`src/rtl/data_memory_block_if.sv`:
```
// Memory-side bus between the data cache and the block data memory.
// The cache drives requests as master; the memory answers as slave.
interface data_memory_block_if #(
  parameter int unsigned ADDR_WIDTH = 6,
  parameter int unsigned DATA_WIDTH = 32
);
  logic                  read;
  logic                  write;
  logic [ADDR_WIDTH-1:0] address;
  logic [DATA_WIDTH-1:0] writedata;
  logic [DATA_WIDTH-1:0] readdata;
  logic                  busywait;

  modport master (
    output read, write, address, writedata,
    input  readdata, busywait
  );

  modport slave (
    input  read, write, address, writedata,
    output readdata, busywait
  );
endinterface

```
`src/rtl/data_memory_block.sv`:
```
// Block-granular backing store for the data cache: one block read or write per
// request, completed after a fixed LATENCY-cycle busywait window.
module data_memory_block #(
  parameter int unsigned ADDR_WIDTH = 6,
  parameter int unsigned DATA_WIDTH = 32,
  parameter int unsigned LATENCY    = 5   // legal range 2..15 (4-bit counter)
) (
  input logic              clk,
  input logic              reset,
  data_memory_block_if.slave bus
);

  localparam int unsigned Depth   = 1 << ADDR_WIDTH;
  localparam logic [3:0]  LastCnt = 4'(LATENCY - 1);

  typedef enum logic [1:0] {StIdle, StBusy, StDone} state_e;

  state_e                state_q, state_d;
  logic [3:0]            cnt_q, cnt_d;
  logic                  op_write_q, op_write_d;
  logic [ADDR_WIDTH-1:0] addr_q, addr_d;
  logic [DATA_WIDTH-1:0] wdata_q, wdata_d;
  logic [DATA_WIDTH-1:0] rdata_q, rdata_d;
  logic                  commit;
  logic                  busywait;
  logic                  req_valid;

  logic [DATA_WIDTH-1:0] mem [Depth];

  // Simultaneous read and write is treated as no request at all.
  assign req_valid = bus.read ^ bus.write;

  always_comb begin
    state_d    = state_q;
    cnt_d      = cnt_q;
    op_write_d = op_write_q;
    addr_d     = addr_q;
    wdata_d    = wdata_q;
    rdata_d    = rdata_q;
    commit     = 1'b0;
    busywait   = 1'b0;
    unique case (state_q)
      StIdle: begin
        if (req_valid) begin
          busywait   = 1'b1;
          op_write_d = bus.write;
          addr_d     = bus.address;
          wdata_d    = bus.writedata;
          cnt_d      = 4'd1;
          state_d    = StBusy;
        end
      end
      StBusy: begin
        busywait = 1'b1;
        cnt_d    = cnt_q + 4'd1;
        if (cnt_q == LastCnt) begin
          commit  = 1'b1;
          state_d = StDone;
          if (!op_write_q) begin
            rdata_d = mem[addr_q];
          end
        end
      end
      // Requests are still asserted here by the cache; ignore them.
      StDone: state_d = StIdle;
      default: state_d = StIdle;
    endcase
  end

  always_ff @(posedge clk) begin
    if (reset) begin
      state_q    <= StIdle;
      cnt_q      <= '0;
      op_write_q <= 1'b0;
      addr_q     <= '0;
      wdata_q    <= '0;
      rdata_q    <= '0;
    end else begin
      state_q    <= state_d;
      cnt_q      <= cnt_d;
      op_write_q <= op_write_d;
      addr_q     <= addr_d;
      wdata_q    <= wdata_d;
      rdata_q    <= rdata_d;
    end
  end

  // Array is deliberately not reset; a reset-aborted write never commits.
  always_ff @(posedge clk) begin
    if (!reset && commit && op_write_q) begin
      mem[addr_q] <= wdata_q;
    end
  end

  assign bus.busywait = busywait;
  assign bus.readdata = rdata_q;

endmodule

```
`src/flat_wrapper.sv`:
```
// flat-port wrapper written by rule: the top's interface ports become plain ports
module data_memory_block_flat 
#(
  parameter int unsigned ADDR_WIDTH = 6,
  parameter int unsigned DATA_WIDTH = 32,
  parameter int unsigned LATENCY    = 5                                       
)
  (clk, reset, bus_read, bus_write, bus_address, bus_writedata, bus_readdata, bus_busywait);
  data_memory_block_if #(.ADDR_WIDTH(ADDR_WIDTH), .DATA_WIDTH(DATA_WIDTH)) bus_i ();
  input logic clk;
  input logic reset;
  input wire logic [$bits(bus_i.read)-1:0] bus_read;
  input wire logic [$bits(bus_i.write)-1:0] bus_write;
  input wire logic [$bits(bus_i.address)-1:0] bus_address;
  input wire logic [$bits(bus_i.writedata)-1:0] bus_writedata;
  output wire logic [$bits(bus_i.readdata)-1:0] bus_readdata;
  output wire logic [$bits(bus_i.busywait)-1:0] bus_busywait;
  assign bus_i.read = bus_read;
  assign bus_i.write = bus_write;
  assign bus_i.address = bus_address;
  assign bus_i.writedata = bus_writedata;
  assign bus_readdata = bus_i.readdata;
  assign bus_busywait = bus_i.busywait;
  data_memory_block #(.ADDR_WIDTH(ADDR_WIDTH), .DATA_WIDTH(DATA_WIDTH), .LATENCY(LATENCY)) u_core (.clk(clk), .reset(reset), .bus(bus_i));
endmodule
```
`config.mk`:
```
export PLATFORM = sky130hd
export DESIGN_NAME = data_memory_block_flat
export DESIGN_NICKNAME = d
export VERILOG_FILES = /design/src/rtl/data_memory_block_if.sv /design/src/rtl/data_memory_block.sv /design/src/flat_wrapper.sv
export SDC_FILE = /design/constraint.sdc
export NUM_CORES = 2
export LEC_CHECK = 0
export CAP_MARGIN = 20
export CORE_MARGIN = 3
export CORE_UTILIZATION = 55
export CTS_CLUSTER_DIAMETER = 200
export DETAILED_ROUTE_END_ITERATION = 16
export MAX_ROUTING_LAYER = met4
export PLACE_DENSITY_LB_ADDON = 0.12
export SYNTH_ARGS = -nofsm -noshare
export SYNTH_HDL_FRONTEND = slang
export SYNTH_SLANG_ARGS = --single-unit
```
`constraint.sdc`:
```
create_clock -name clk -period 4.3 [get_ports clk]
set_clock_uncertainty 0.2 [all_clocks]
set_input_delay 0.645 -clock clk [delete_from_list [all_inputs] [get_ports clk]]
set_output_delay 0.645 -clock clk [all_outputs]
set_load 0.1 [all_outputs]
```
==> summary.md <==
| Metric | Value |
|---|---|
| Status | `finished, final reports clean` |
| Initial drt markers | `~6900` |
| Mean Syn Cell Area | `approximately 19 sq um` |
| Die Wd | `389 um` |
| Initial antenna violation count | `12` |
| Largest family of logic cells by synthesized area | `multiplexers` |
| Crit path launch type | `flip-flop` |
| Routed WL | `238000 um` |
| Worst hold path startpoint | `bus_writedata[11]` |
| Core Footprint | `roughly 0.14 sq mm` |
| Arr. time, crit path | `4710 ps` |
| Root buffer cell | `clkbuf_16` |
| Dpl ws | `roughly 280 ps` |
| Vias per inst | `just under 7` |
| Slew headroom | `0.194` |
| Total power | `~0.044 W` |
| Synthesis Warnings | `0` |
| CP Max Fanout | `31` |
| Skew-Pair Late Insertion Delay | `approximately 830 ps` |
| Reg2Reg Launch Point | `u_core.addr_q[1]$_SDFFE_PP0P_` |
| Clock Sinks | `between 2000 and 2500` |
| CTS Buf Count | `about 200` |
| H-tree depth | `4` |
| Pwr per Cell Area | `about 480 mW/mm^2` |
| Yosys top cell by area | `edfxtp_1` |
| Setup Fix Bufs, Post-CTS | `0` |
| Post-synthesis sequential area ratio | `0.781` |
| # IOs | `75` |
| Worst r2r path cells | `8` |
| Fin worst setup slack | `83.0 ps` |
| IO Port Bufs | `74` |
| Final Wtd Congestion | `just under 0.9` |
| Main flop type after synthesis | `edfxtp_1` |
| Post-CTS Hold Buffers | `1` |
| Crit path cell chain | `inv_6, buf_12, buf_4, mux2i_1, o22ai_1, a21oi_1, nand3_1, o31a_1` |
| Worst Tran Pin Value | `about 1200 ps` |
| Xor/xnor share of the synthesized area | `0.000108` |
| Layout Area Growth over Synthesis | `14.6%` |
| Max-cap violations | `0` |
| Die height | `around 390 um` |
| Synth cell types | `61` |
| Share of cells above drive strength 1 | `0.215` |
| Min Tclk post-route | `between 4000 and 5000 ps` |
| Post-Synth Adder-Cell Area | `0.000310` |
| Initial Util | `0.558` |
| Worst-path clk slew | `around 60 ps` |
| Synth Area in Simple Gates | `0.0231` |
| Post-Syn Area | `0.0808 sq mm` |
| Worst min path class | `primary input to flip-flop` |
| Via count | `45070` |
| Total gr overflow | `0` |
| Max incr delay on CP | `around 770 ps` |
| FF-to-FF setup slack | `80 ps` |
| RSZ-0062 raised after global routing | `no` |
| Area after DPL | `between 0.08 and 0.09 sq mm` |
| Slowest cell on crit path | `mux2i_1` |
| Largest net degree at the start of global routing | `98` |
| Synth Area in Compound Gates | `0.0672` |
| All-Layer GR Usage | `0.324` |
| Residual DRC | `0` |
| Routed len/inst | `36.4 um` |
| CTS resizes | `0` |
| Ratio of final minimum period to clock period | `0.981` |
| RR Endpoint | `u_core.bus.readdata[20]$_SDFFE_PP0P_` |
| Yosys reg bits | `2125` |
| Clock Tree Buf Depth | `3` |
| Achievable clock frequency | `237 MHz` |
| Crit-path leading delay family | `buffers and inverters` |
| # nets final | `4495` |
| DR pass1 iterations | `6` |
| Detailed placement HPWL | `around 140000 um` |
| Crit end category | `flip-flop` |
| Leak pwr | `roughly 30 nW` |
| Hold Path Sink | `u_core.wdata_q[11]$_SDFFE_PP0P_` |
| Synth Net Count | `roughly 4200` |
| Top cell type's share of synthesized area | `0.762` |
| Die area | `roughly 0.15 sq mm` |
| CP bufs+invs | `3` |
| Crit path required time | `approximately 4800 ps` |
| Largest cells by area after synthesis | `edfxtp_1 76%, mux4_2 6.8%, mux2i_1 3.7%` |
| Final instance area | `just over 0.09 sq mm` |
| Rows | `around 140` |
| Fillers | `around 10000` |
| VDD IR max | `between 0.0003 and 0.0004 V` |
| CTS tree | `built` |
| Final Hold Vio Count | `0` |
| Routed Antenna Nets | `0` |
| Hold depth | `3` |
| First-pass GRT wire length | `approximately 330000 um` |
| Synth Instances | `roughly 4200` |
| Final Max Slew Viols | `0` |
| Total negative slack | `0 ps` |
| Number of global-route vias before repair | `~43000` |
| Post-synth EDFFs | `2048` |
| Mux contribution to synthesized area | `0.111` |
| Crit Path Class | `flip-flop to flip-flop` |
| # setup viols final | `0` |
| Ys async rst share | `0` |
-- metal layers --
layer  vias up  GRT usage  routed length [um]
met2      3119      0.473              109000
met3       440     0.0674               27300
met1     23573      0.468               94600
met5         -          -                   0
met4         0     0.0958                7240
li1      17938          -                   -
-- power by group --
group | switching (W) | internal [W]
logic | 0.00204 | 0.000981
clock network | 0.00754 | 0.0104
registers | 0.000177 | 0.0229
-- logic make-up (layout without fill, tap and decap cells) --
logic type               Yosys count  in the layout
other                              0              7
adder cells (fa/ha/maj)            2              2
AO/OA/AOI/OAI                    729            729
XOR/XNOR                           1              1
buffers and inverters            282            745
flip-flops                      2125           2125
AND/OR/NAND/NOR                  439            439
multiplexers                     586            586
-- tightest hold or removal path: cells and delay by family --
family	cells	cell delay, ps
AO/OA/AOI/OAI	1	50
AND/OR/NAND/NOR	1	50
buffers and inverters	1	390
-- layout make-up --
type / instances / area, sq um / area share
Antenna cell: 7 / 17.5 / 0.000189
Clock buffer: 276 / 5650 / 0.0611
Clock inverter: 106 / 1030 / 0.0111
Inverter: 6 / 31.3 / 0.000338
Multi-Input combinational cell: 1757 / 16900 / 0.182
Sequential cell: 2125 / 63100 / 0.682
Tap cell: 1903 / 2380 / 0.0257
Timing Repair Buffer: 357 / 3470 / 0.0375
-- state kept, by name (all words and copies together) (netlist names) --
signal / count
u_core.bus.readdata: 32
u_core.state_q: 2
u_core.addr_q: 6
u_core.mem: 2048
u_core.op_write_q: 1
u_core.wdata_q: 32
u_core.cnt_q: 4
-- cell usage in the layout, fill, tap and decap left out, types with 50 or more instances in the layout --
cell type,count
edfxtp_1,2048
mux2i_1,297
a221oi_1,252
mux4_2,244
buf_4,235
clkbuf_16,209
nor2_1,148
nand2_1,125
a22oi_1,103
o22ai_1,102
a21oi_1,80
o21ai_0,72
clkdlybuf4s50_1,72
nor2_4,67
clkbuf_1,50
-- metrics by stage --
stage	utilization	hold WS, ps	instances
after detailed placement	0.593	245	6146
after CTS	0.639	113	6529
after global routing	0.639	145	6535
after floorplan	-	238	4164
after global placement	0.593	240	6143
final	0.640	161	6537
-- synthesized netlist by cell type, types with 4 or more instances --
cell type	count
clkbuf_1	89
edfxtp_1	2048
or3_1	5
nand3b_1	4
buf_1	19
o22a_1	5
a32o_1	9
o21ai_0	72
o31a_1	11
inv_1	4
a22oi_1	103
and3_1	5
and2_1	5
mux4_2	244
buf_4	31
mux2i_1	297
nand2_1	125
dfxtp_1	77
and4_1	7
nor2_1	214
o22ai_1	102
o2111ai_1	7
a211oi_1	13
nand3_1	28
buf_6	9
mux2_2	45
a22o_1	11
o211a_1	4
a221oi_1	252
o221ai_1	7
a31oi_1	8
o21a_1	8
a221o_1	7
a21oi_1	80
nor2b_1	6
nor3_1	24
a311oi_1	17
buf_2	127
-- how the worst max path moves through the flow --
| stage | startpoint | end | slack, ps | cells past startpoint |
|---|---|---|---|---|
| 6_report | u_core.addr_q[1]$_SDFFE_PP0P_ | u_core.bus.readdata[20]$_SDFFE_PP0P_ | 80 | 8 |
| 5_1_grt | u_core.addr_q[0]$_SDFFE_PP0P_ | u_core.bus.readdata[20]$_SDFFE_PP0P_ | 160 | 7 |
| 4_1_cts | u_core.addr_q[0]$_SDFFE_PP0P_ | u_core.bus.readdata[20]$_SDFFE_PP0P_ | 250 | 7 |
| 3_5_place_dp | u_core.addr_q[0]$_SDFFE_PP0P_ | u_core.bus.readdata[20]$_SDFFE_PP0P_ | 280 | 7 |
| 3_3_place_gp | u_core.addr_q[0]$_SDFFE_PP0P_ | u_core.bus.readdata[20]$_SDFFE_PP0P_ | 240 | 7 |
| 2_1_floorplan | u_core.addr_q[2]$_SDFFE_PP0P_ | u_core.mem[19][0]$_DFFE_PP_ | 730 | 8 |
Power figures use the tool's default switching activity.
